File: config.mk
export PLATFORM = sky130hd
export DESIGN_NAME = mux_key_stream
export DESIGN_NICKNAME = d
export VERILOG_FILES = /design/src/rtl/mux_key_stream.sv
export SDC_FILE = /design/constraint.sdc
export NUM_CORES = 1
export LEC_CHECK = 0
export BUFFER_PORTS_ARGS = -buffer_cell sky130_fd_sc_hd__buf_4
export CAP_MARGIN = 25
export CORE_MARGIN = 1.5
export CORE_UTILIZATION = 47
export CTS_CLUSTER_SIZE = 10
export DETAILED_ROUTE_END_ITERATION = 10
export GPL_TIMING_DRIVEN = 0
export PLACE_DENSITY = 0.88
export SYNTH_ARGS = -nofsm -noshare
export SYNTH_HDL_FRONTEND = slang
export SYNTH_SLANG_ARGS = --single-unit
File: constraint.sdc
create_clock -name clk -period 3.9 [get_ports clk]
set_input_delay 0.195 -clock clk [delete_from_list [all_inputs] [get_ports clk]]
set_output_delay 0.195 -clock clk [all_outputs]
set_load 0.005 [all_outputs]
File: src/rtl/mux_key_stream.sv
// mux_key_stream: registered N-channel stream selector (KEY / round-robin).
// clk,rst_n | mode,sel | in_data,in_valid,in_ready | out_* + out_ready.
module mux_key_stream #(
  parameter int                NR_CH       = 4,
  parameter int                SEL_W       = 2,
  parameter int                DATA_W      = 8,
  parameter logic [DATA_W-1:0] DEFAULT_VAL = '0
) (
  input  logic                    clk,
  input  logic                    rst_n,
  input  logic                    mode,
  input  logic [SEL_W-1:0]        sel,
  input  logic [NR_CH*DATA_W-1:0] in_data,
  input  logic [NR_CH-1:0]        in_valid,
  output logic [NR_CH-1:0]        in_ready,
  output logic [DATA_W-1:0]       out_data,
  output logic [SEL_W-1:0]        out_ch,
  output logic                    out_hit,
  output logic                    out_valid,
  input  logic                    out_ready
);

  localparam logic [SEL_W:0] NR_CH_V =
    (SEL_W+1)'(NR_CH);
  localparam logic [SEL_W-1:0] LAST_CH =
    SEL_W'(NR_CH - 1);

  logic              load;
  logic              key_ok;
  logic              grant_valid;
  logic              dflt_beat;
  logic              xfer;
  logic [SEL_W-1:0]  grant_idx;
  logic [SEL_W-1:0]  rr_next;
  logic [SEL_W-1:0]  rr_ptr;
  logic [DATA_W-1:0] grant_data;

  assign load   = ~out_valid | out_ready;
  assign key_ok = {1'b0, sel} < NR_CH_V;
  assign xfer   = rst_n & load & grant_valid;

  // Grant select. In RR mode the search runs
  // from the highest offset down so the
  // smallest offset from rr_ptr wins.
  always_comb begin
    int c;
    grant_valid = 1'b0;
    grant_idx   = '0;
    dflt_beat   = 1'b0;
    c           = 0;
    if (!mode) begin
      dflt_beat = ~key_ok;
      for (int i = 0; i < NR_CH; i++) begin
        if (sel == SEL_W'(i) && in_valid[i]) begin
          grant_valid = 1'b1;
          grant_idx   = SEL_W'(i);
        end
      end
    end else begin
      for (int k = NR_CH - 1; k >= 0; k--) begin
        c = int'(rr_ptr) + k;
        if (c >= NR_CH) c = c - NR_CH;
        if (in_valid[c]) begin
          grant_valid = 1'b1;
          grant_idx   = SEL_W'(c);
        end
      end
    end
  end

  always_comb begin
    in_ready   = '0;
    grant_data = '0;
    for (int i = 0; i < NR_CH; i++) begin
      if (grant_idx == SEL_W'(i)) begin
        in_ready[i] = xfer;
        grant_data  = in_data[DATA_W*i +: DATA_W];
      end
    end
  end

  // Pointer wraps at NR_CH, not 2**SEL_W.
  assign rr_next = (grant_idx == LAST_CH) ?
                   '0 : grant_idx + SEL_W'(1);

  always_ff @(posedge clk) begin
    if (!rst_n) begin
      out_valid <= 1'b0;
      out_data  <= '0;
      out_ch    <= '0;
      out_hit   <= 1'b0;
      rr_ptr    <= '0;
    end else if (load) begin
      unique case (1'b1)
        xfer: begin
          out_valid <= 1'b1;
          out_data  <= grant_data;
          out_ch    <= grant_idx;
          out_hit   <= 1'b1;
          if (mode) rr_ptr <= rr_next;
        end
        dflt_beat: begin
          out_valid <= 1'b1;
          out_data  <= DEFAULT_VAL;
          out_ch    <= sel;
          out_hit   <= 1'b0;
        end
        default: out_valid <= 1'b0;
      endcase
    end
  end

endmodule

Word level (Yosys, flattened, before mapping)
Index checks and enable logic that the tools add are counted.
{ "totals": {"word_cells": 86, "ff_bits": 14, "output_inout_bits": 16, "inputBits": 42} }
{ "op_classes": {"n_bitwise": 4, "muxes": 47, "n_eq_ne": 6, "addsub": 8, "magnitude_cmp": 8, "reduce_logical": 8} }
{ "ops": {"columns": ["operator", "n"], "rows": [
  ["2-to-1 mux 32 bit", 8],
  ["less-than comparator 32 x 4 -> 1 bit (second input constant)", 4],
  ["2-to-1 mux 8 bit", 4],
  ["2-to-1 mux 1 bit", 23],
  ["2-to-1 mux 2 bit", 8],
  ["subtractor 3 x 3 -> 4 bit (second input constant)", 3],
  ["greater-or-equal comparator 3 bit (second input constant)", 3],
  ["binary-select mux 1 bit (select 2 bit)", 4],
  ["== test 2 bit (second input constant)", 4],
  ["adder 2 x 2 -> 3 bit (second input constant)", 2],
  ["== test 2 x 1 -> 1 bit (second input constant)", 2],
  ["logical AND 1 bit", 4],
  ["zero test 2 bit", 2],
  ["subtractor 2 x 3 -> 4 bit (second input constant)", 1],
  ["adder 2 x 1 -> 3 bit (second input constant)", 1],
  ["greater-or-equal comparator 2 x 3 -> 1 bit (second input constant)", 1],
  ["AND reduction 3 bit", 1],
  ["adder 2 x 1 -> 2 bit (second input constant)", 1],
  ["AND 1 bit", 2],
  ["AND reduction 2 bit", 1],
  ["NOT 1 bit", 1],
  ["OR 1 bit", 1]
]} }

Longest topological paths before layout
Gate-level depths: netlist of the first run.
{ "logic_depth": {"ltp_word": 17, "depth_mapped": 11, "mapped_depth_nobuf": 9} }

Worst setup path after synthesis of the first run
OpenSTA, ideal clock, no wires.
{ "synth_timing": {"path_type": "flip-flop to flip-flop", "start": "register rr_ptr[1]", "end": "register out_data[0]", "stages_incl_launch_ff": 10, "t_required_ns": 3.776, "synth_period_minus_slack_ns": 2.220, "setup_time_ns": 0.124, "slack_ns": 1.680, "n_path_buf": 2, "t_arrival_ns": 2.095, "path_cell_list": "dfxtp_1 > or3b_2 > o221ai_1 > mux2_2 > ha_1 > clkbuf_1 > clkbuf_1 > a21oi_1 > a22oi_1 > a211oi_2"} }
{ "synth_via": {"elab_chain_cells": 17, "word_cells_on_any_way": 51, "classes_between": "7 x add/sub; 4 x order compare; 3 x eq/ne; 34 x mux; 1 x bitwise; 2 x reduce/logical"} }
{ "synth_rtl": {"columns": ["element", "line_no", "rtl"], "rows": [
  ["start, declared", "35", "logic [SEL_W-1:0] rr_ptr;"],
  ["start signal, assigned", "100", "if (mode) rr_ptr <= rr_next;"],
  ["adder 2 x 2 -> 3 bit", "61", "c = int'(rr_ptr) + k;"],
  ["subtractor 3 x 3 -> 4 bit / greater-or-equal comparator 3 bit (equally long branches)", "62", "if (c >= NR_CH) c = c - NR_CH;"],
  ["2-to-1 mux 32 bit", "62", null],
  ["2-to-1 mux 32 bit", "51", "if (!mode) begin"],
  ["binary-select mux 1 bit (select 2 bit)", "63", "if (in_valid[c]) begin"],
  ["2-to-1 mux 1 bit (not written as such) (2 in series)", "63", null],
  ["2-to-1 mux 2 bit (4 in series)", "63", null],
  ["2-to-1 mux 2 bit", "51", null],
  ["zero test 2 bit", "75", "if (grant_idx == SEL_W'(i)) begin"],
  ["2-to-1 mux 8 bit (4 in series)", "75", null],
  ["end signal, assigned", "97", "out_data <= grant_data;"],
  ["end, declared", "16", "output logic [DATA_W-1:0] out_data,"]
]} }
Parallel ways exist; a longest one is shown, timed or not. The select of a mux whose other input is x is not followed.
A chain may end at the register's enable or synchronous reset.

Worst setup path in the final report of the first run
{ "layout_timing": {"start": "register rr_ptr[1]", "end": "output port in_ready[3]"} }
{ "layout_via": {"elab_chain_cells": 14, "word_cells_on_any_way": 44, "classes_between": "7 x add/sub; 4 x order compare; 1 x eq/ne; 31 x mux; 1 x bitwise"} }
{ "layout_rtl": {"columns": ["element", "line_no", "rtl"], "rows": [
  ["adder 2 x 2 -> 3 bit", "61", null],
  ["subtractor 3 x 3 -> 4 bit / greater-or-equal comparator 3 bit (equally long branches)", "62", null],
  ["2-to-1 mux 32 bit", "62", null],
  ["2-to-1 mux 32 bit", "51", null],
  ["binary-select mux 1 bit (select 2 bit)", "63", null],
  ["2-to-1 mux 1 bit (not written as such) (2 in series)", "63", null],
  ["2-to-1 mux 2 bit (3 in series)", "63", null],
  ["2-to-1 mux 2 bit *", "63", null],
  ["2-to-1 mux 2 bit *", "51", null],
  ["net grant_idx[0]", "33", "logic [SEL_W-1:0] grant_idx;"],
  ["== test 2 bit *", "75", null],
  ["2-to-1 mux 1 bit *", "75", null],
  ["end, declared", "15", "output logic [NR_CH-1:0] in_ready,"]
]} }
Mark *: on every way through the listed nets, which the timed path passes. The rest lies on a longest branch. The select of a mux whose other input is x is not followed.

==> summary.md, run 1 <==
| Metric | Value |
|---|---|
| Critical Path RT | `3.70 ns` |
| Synth top cells by count | `a21oi_1, dfxtp_1, inv_1` |
| Clock transition at path regs | `0.08 ns` |
| Nets@finish | `225` |
| Final period util | `0.750` |
| Hold/Removal Path Class | `in2reg` |
| Clk_lat worst skew | `0.28 ns` |
| PD cells | `288 mW/mm²` |
| VDD IR max | `0.254 mV` |
| Post-route cell area | `0.00150 mm²` |
| Pre-antenna DRT Iters | `6` |
| Synth top area cells | `dfxtp_1, mux2i_1, a21oi_1, a221o_1, a211oi_2` |
| Initial DRC Count | `29` |
| Combinational Power Share | `0.422` |
| Routability cong. | `0.861` |
| Total number of vias | `1,159` |
| Net count after synthesis | `164` |
| H-Tree Depth | `1` |
| CTS Root Cell | `clkbuf_4` |
| First-pass GRT wire length | `4890 µm` |
| Maxcap violations | `0` |
| CP endpoint kind | `primary output` |
| Synth Register Bits | `14` |
| Hold buffers post-CTS | `0` |
| Pleak | `0.735 nW` |
| NetSw | `139 µW` |
| DR WL/cell | `14.8 µm` |
| Critical Path AT | `2.73 ns` |
| Synth cell types | `32` |
| CTS tree | `built` |
| TNS Setup | `0 ns` |
| Slew margin rel. | `0.641` |
| Area added between synthesis and finish | `46.4%` |
| Final setup viols | `0` |
| Pint | `295 µW` |
| Critical path class | `reg2out` |
| Synthesized area | `0.00103 mm²` |
| Register share of total power | `0.390` |
| Post-synthesis sequential area ratio | `0.273` |
| Die height | `49.8 µm` |
| Crit-path max FO | `10` |
| Layout cells sized above 1 | `0.412` |
| Syn Inst Count | `118` |
| Post-synth top area share | `0.273` |
| CTS sink count | `14` |
| Final Hold Viols | `0` |
| Detail Route Antenna Nets | `0` |
| DIE AREA | `0.00248 mm²` |
| Count of input and output buffers | `56` |
| Vias/cell | `5.68` |
| Mean post-synth cell area | `8.71 µm²` |
| Tightest Pin Transition | `0.537 ns` |
| Clock period minus worst slack | `2.92 ns` |
| Hpwl dp | `2380 µm` |
| Element type at the critical path start | `register` |
| Clk_skew | `0.00256 ns` |
| Max Freq | `342 MHz` |
| EDFF count, synth | `0` |
| Vias in the first global route | `1,097` |
| Ports | `58` |
| Bufs on Longest Clock Path | `2` |
| Core ar. | `0.00200 mm²` |
| Prevailing post-synth register cell | `dfxtp_1` |
| Yosys warning total | `0` |
| Initial antenna violation count | `0` |
| Total grt overflow | `0` |
| Die width | `49.8 µm` |
| Max Slew Vio Count | `0` |
| Post-CTS setup buffers | `0` |
| RSZ-0062 raised after global routing | `no` |
| Switch share | `0.320` |
| Initial Util | `0.513` |
| Pin count of the biggest net entering global routing | `11` |
| Post-CTS sizing | `0` |
| Synth area leader | `dfxtp_1` |
| # rows | `16` |
| Clock power frac | `0.188` |
| DRC errors left | `0` |
| Async SR Flop Fraction | `0` |
| Run status | `finished clean` |
| Routed WL | `3030 µm` |
| Num CTS Buffers | `3` |
| ANT cells | `0` |
| All-Layer GR Usage | `0.256` |
| Post-DP Area | `0.00148 mm²` |
-- metrics by stage --
| step | utilization | hold WS (ns) | instances | worst slack, ns | total power, mW |
|---|---|---|---|---|---|
| floorplan | - | 0.402 | 118 | 1.68 | 0.271 |
| global placement | 0.740 | 0.440 | 201 | 1.34 | 0.347 |
| detailed placement | 0.740 | 0.456 | 201 | 1.29 | 0.354 |
| CTS | 0.751 | 0.224 | 204 | 1.04 | 0.434 |
| global route | 0.751 | 0.221 | 204 | 0.717 | 0.459 |
| finish | 0.751 | 0.219 | 204 | 0.977 | 0.433 |
-- path summary, 6_finish.rpt --
path                    start          end  slack (ns)  cells past startpoint
hold reg to reg   out_data[4]  out_data[4]        0.47                      2
hold / removal    in_data[31]  out_data[7]        0.22                      3
setup reg to reg    rr_ptr[1]  out_data[3]        1.26                      9
setup / recovery    rr_ptr[1]  in_ready[3]        0.98                      9
-- state kept, by name, indices dropped and copies added, names as in the netlist --
name,flops
out_data,8
out_ch,2
rr_ptr,2
out_hit,1
out_valid,1
-- logic make-up after synthesis --
logic type | synth area share
flip-flops | 0.273
AO/OA/AOI/OAI | 0.300
AND/OR/NAND/NOR | 0.151
multiplexers | 0.146
buffers and inverters | 0.0816
adder cells (fa/ha/maj) | 0.0487
-- worst max-delay path, cell delays in order, from the launching register on --
cell and delay (ns):
dfxtp_1 0.44, mux2i_1 0.21, o221ai_1 0.16, mux2_2 0.34, inv_1 0.09, ha_1 0.15
clkbuf_1 0.31, clkbuf_1 0.41, and3_1 0.23, buf_4 0.11
-- power groups by stage --
stage | clock network (mW) | registers, mW | logic [mW]
after floorplan | 0 | 0.172 | 0.0989
after global placement | 0 | 0.171 | 0.176
after detailed placement | 0 | 0.172 | 0.182
after CTS | 0.0828 | 0.169 | 0.182
after global routing | 0.0900 | 0.171 | 0.198
final | 0.0816 | 0.169 | 0.183
-- area by class of cell --
class | count | area, µm²
inverter | 11 | 41.3
timing repair buffer | 56 | 420
tap | 27 | 33.8
fill | 156 | 498
multi-input combinational | 84 | 663
sequential | 14 | 280
clock buffer | 3 | 22.5
buffer | 9 | 42.5
-- routing by layer --
layer / vias up / track usage / wire (µm)
met5: - / 0 / 0
met4: 0 / 0.111 / 88
met3: 11 / 0.0606 / 185
met2: 53 / 0.431 / 1520
met1: 532 / 0.308 / 1230
li1: 563 / - / -
-- cell usage in the layout (no fill, tap or decap) --
cell / Yosys / layout
a211oi_2: 5 / 5
a21boi_0: 1 / 1
a21o_1: 1 / 1
a21oi_1: 14 / 14
a221o_1: 7 / 7
a22oi_1: 8 / 8
a41oi_1: 1 / 1
and2_4: 1 / 1
and3_1: 4 / 4
buf_2: 1 / 1
buf_4: 0 / 56
buf_6: 1 / 1
clkbuf_1: 7 / 7
clkbuf_4: 0 / 3
dfxtp_1: 14 / 14
ha_1: 4 / 4
inv_1: 10 / 10
inv_2: 1 / 1
mux2_2: 2 / 2
mux2_4: 1 / 1
mux2i_1: 9 / 9
mux4_2: 1 / 1
nand2_1: 7 / 7
nand3b_1: 1 / 1
nand4b_1: 2 / 2
nor2_1: 4 / 4
nor2b_1: 3 / 3
nor3_1: 1 / 1
nor3b_1: 2 / 2
o21a_1: 1 / 1
o21ai_0: 1 / 1
o221ai_1: 1 / 1
or3b_2: 1 / 1
or4_1: 1 / 1
No activity file was read; power rests on OpenSTA's default activity.
==> inputs of run 2 (changes only) <==
- ABC_AREA: default -> 1
- CORE_UTILIZATION: 47 -> 41
- PLACE_DENSITY: 0.88 -> 0.79
- clock period: 3.9 -> 2.4 ns (I/O delays scaled with it)
==> run 2 against run 1 <==
Effect of this change: the flow now finishes with violations (negative setup slack); utilization increased by 2.0 points; synthesized area increased by 11%; sequential share of layout area decreased by 4.1 points; cell area increased by 30%; routed wire length increased by 22%; critical endpoint is now out_data[6]; largest cell class unchanged; largest power group unchanged.
==> summary.md, run 2 <==
| Metric | Value |
|---|---|
| Run status | `complete, but fails checks (was finished clean)` |
| Violated checks | `negative setup slack` |
| Die width | `55.7 µm (was 49.8 µm)` |
| Prevailing post-synth register cell | `dfxtp_1 (unchanged)` |
| Tightest Pin Transition | `0.235 ns (was 0.537 ns)` |
| All-Layer GR Usage | `0.193 (was 0.256)` |
| CTS Root Cell | `clkbuf_4 (unchanged)` |
| Critical path's slowest cell | `dfxtp_2 (was dfxtp_1)` |
| Setup ws final | `-0.0151 ns (was 0.977 ns)` |
| Synth top area cells | `dfxtp_1, nand2_1, nand3_1, inv_1, a21oi_1 (was dfxtp_1, mux2i_1, a21oi_1, a221o_1, a211oi_2)` |
| Die height | `55.7 µm (was 49.8 µm)` |
| Commonest non-fill, non-tap cell in the layout | `buf_4 (unchanged)` |
| Hold_ws | `0.107 ns (was 0.219 ns)` |
| Maxcap violations | `0 (unchanged)` |
| CP bufs+invs | `5 (was 4)` |
| Pre-antenna DRT Iters | `4 (was 6)` |
| Critical path startpoint | `rr_ptr[0] (was rr_ptr[1])` |
| Mean post-synth cell area | `6.39 µm² (was 8.71 µm²)` |
| Routed WL | `3690 µm (was 3030 µm)` |
| Synth top cells by count | `nand2_1, inv_1, nand3_1 (was a21oi_1, dfxtp_1, inv_1)` |
| Clk_skew | `0.00444 ns (was 0.00256 ns)` |
| Async SR Flop Fraction | `0 (unchanged)` |
| Initial DRC Count | `57 (was 29)` |
| Final period util | `1.01` |
| Most frequent cell after synthesis | `nand2_1` |
| PD cells | `474 mW/mm² (was 288 mW/mm²)` |
| Final Hold Viols | `0 (unchanged)` |
| Cell Chain, Critical Path | `buf_6 > buf_6 > nand2_2 > nand2_2 > nand2_2 > nand3_2 > nand2_1 > nand2_2 > nand3_4 > nand2_4 > inv_2 > ha_4 > buf_6 > buf_4 > a21oi_1 > nand2_1 > o21ai_0 > nand2_1 > o211ai_1 > a21oi_1 (was mux2i_1 > o221ai_1 > mux2_2 > inv_1 > ha_1 > clkbuf_1 > clkbuf_1 > and3_1 > buf_4)` |
| Synth area leader | `dfxtp_1 (unchanged)` |
| Clk_lat worst skew | `0.27 ns (was 0.28 ns)` |
| Hold buffers post-CTS | `0 (unchanged)` |
| Critical Path RT | `2.56 ns (was 3.70 ns)` |
| Initial Util | `0.447 (was 0.513)` |
| Synth Register Bits | `14 (unchanged)` |
| Post-synthesis sequential area ratio | `0.246 (was 0.273)` |
| RSZ-0062 raised after global routing | `yes (was no)` |
| Critical path's top delay family | `simple AND/OR/NAND/NOR gates (was buffers and inverters)` |
| Element type at the critical path start | `register (unchanged)` |
| Syn Inst Count | `178 (was 118)` |
| Net count after synthesis | `224 (was 164)` |
| Layout cells sized above 1 | `0.537 (was 0.412)` |
| CTS tree | `built (unchanged)` |
| Ports | `58 (unchanged)` |
| DIE AREA | `0.00310 mm² (was 0.00248 mm²)` |
| Clock period minus worst slack | `2.42 ns` |
| Nets@finish | `294 (was 225)` |
| Core ar. | `0.00254 mm² (was 0.00200 mm²)` |
| H-Tree Depth | `1 (unchanged)` |
| Initial antenna violation count | `0 (unchanged)` |
| ANT cells | `0 (unchanged)` |
| CTS sink count | `14 (unchanged)` |
| Total number of vias | `1,439 (was 1,159)` |
| Pwr Total | `931 µW (was 433 µW)` |
| Vias/cell | `5.21 (was 5.68)` |
| DRC errors left | `0 (unchanged)` |
| Pin count of the biggest net entering global routing | `11 (unchanged)` |
| Post-synth top area share | `0.246 (was 0.273)` |
| Post-layout util | `0.771 (was 0.751)` |
| Worst r2r src | `rr_ptr[0] (was rr_ptr[1])` |
| Synthesized area | `0.00114 mm² (was 0.00103 mm²)` |
| Hpwl dp | `2440 µm (was 2380 µm)` |
| DR WL/cell | `13.4 µm (was 14.8 µm)` |
| Final setup viols | `1 (was 0)` |
| Bufs on Longest Clock Path | `2 (unchanged)` |
| Detail Route Antenna Nets | `0 (unchanged)` |
| Clock transition at path regs | `0.08 ns (about the same)` |
| CP endpoint kind | `register (was primary output)` |
| HP Start | `rst_n (was in_data[31])` |
| Critical path class | `reg2reg (was reg2out)` |
| Slew margin rel. | `0.841 (was 0.641)` |
| Crit-path max FO | `5 (was 10)` |
| VDD IR max | `0.437 mV (was 0.254 mV)` |
| Num CTS Buffers | `3 (unchanged)` |
| Max FFs per register | `8 (unchanged)` |
| Post-route cell area | `0.00196 mm² (was 0.00150 mm²)` |
| Max Slew Vio Count | `0 (unchanged)` |
| Total grt overflow | `0 (unchanged)` |
| Regs by FF count | `out_data: 8 flops, out_ch: 2 flops, rr_ptr: 2 flops (unchanged)` |
| Yosys warning total | `0 (unchanged)` |
| Post-DP Area | `0.00160 mm² (was 0.00148 mm²)` |
| EDFF count, synth | `0 (unchanged)` |
| Area added between synthesis and finish | `72.5% (was 46.4%)` |
| Max Freq | `414 MHz` |
| Pleak | `0.968 nW (was 0.735 nW)` |
| Critical Path AT | `2.58 ns (was 2.73 ns)` |
| Crit-path max cell delay | `0.37 ns (was 0.44 ns)` |
| Commonest cells after routing, fill and taps aside | `buf_4, nand2_1, inv_1 (was buf_4, a21oi_1, dfxtp_1)` |
| # rows | `18 (was 16)` |
| Routability cong. | `0.909 (was 0.861)` |
| Vias in the first global route | `1,164 (was 1,097)` |
| Count of input and output buffers | `56 (unchanged)` |
| Hold/Removal Path Class | `in2reg (unchanged)` |
| Most frequent CP cell | `nand2_2 (was clkbuf_1)` |
| Most flop-heavy register | `out_data (unchanged)` |
| First-pass GRT wire length | `4980 µm (was 4890 µm)` |
| Synth cell types | `23 (was 32)` |
-- run 2: path summary, 6_finish.rpt --
path / endpoint / slack [ns] / cells after the start
worst max-delay path: out_data[6] / -0.02 / 20
worst min-delay path: out_hit / 0.11 / 3
worst max register to register: out_data[6] / -0.02 / 20
worst min register to register: out_hit / 0.45 / 2
-- run 2: logic make-up after synthesis --
group,Yosys count,share of synthesized area
XOR/XNOR,1,0.00770
adder cells (fa/ha/maj),4,0.0440
buffers and inverters,29,0.131
AO/OA/AOI/OAI,37,0.206
AND/OR/NAND/NOR,93,0.365
flip-flops,14,0.246
-- run 2: worst register-to-register path, cell delays in order, from the launching register on --
cell and delay, ns:
dfxtp_2 0.37, buf_6 0.14, buf_6 0.10, nand2_2 0.05, nand2_2 0.07, nand2_2 0.07
nand3_2 0.09, nand2_1 0.07, nand2_2 0.07, nand3_4 0.09, nand2_4 0.10, inv_2 0.07
ha_4 0.16, buf_6 0.12, buf_4 0.14, a21oi_1 0.13, nand2_1 0.07, o21ai_0 0.10
nand2_1 0.08, o211ai_1 0.12, a21oi_1 0.09
-- run 2: power by group --
group | switching [mW] | internal, mW
Clock | 0.0709 | 0.0581
Combinational | 0.264 | 0.256
Sequential | 0.0204 | 0.262
Total | 0.355 | 0.576
-- run 2: cell type report --
type	count	area, µm²
Timing Repair Buffer	65	499
Multi-Input combinational cell	135	932
Clock buffer	3	22.5
Fill cell	186	583
Buffer	7	95.1
Tap cell	30	37.5
Inverter	22	90.1
Sequential cell	14	285
-- run 2: routing by layer --
| layer | vias up | part of all wire | track usage |
|---|---|---|---|
| met5 | - | 0 | 0 |
| met3 | 4 | 0.064 | 0.0326 |
| met2 | 70 | 0.48 | 0.301 |
| met1 | 644 | 0.44 | 0.280 |
| li1 | 721 | - | - |
| met4 | 0 | 0.010 | 0.0348 |
-- run 2: metrics by stage --
| stage | cells | setup slack [ns] | setup TNS, ns |
|---|---|---|---|
| floorplan | 178 | 0.152 | 0 |
| global placement | 264 | -0.247 | -1.83 |
| detailed placement | 264 | -0.243 | -1.81 |
| CTS | 267 | 0.0103 | 0 |
| global route | 276 | -0.203 | -1.32 |
| finish | 276 | -0.0151 | -0.0151 |
-- run 2: timing repair --
action,4_1_cts,5_1_grt
resized for setup,14,69
endpoints found under the setup margin,9,11
pin swaps,1,23
cloned,0,1
buffers inserted,0,8
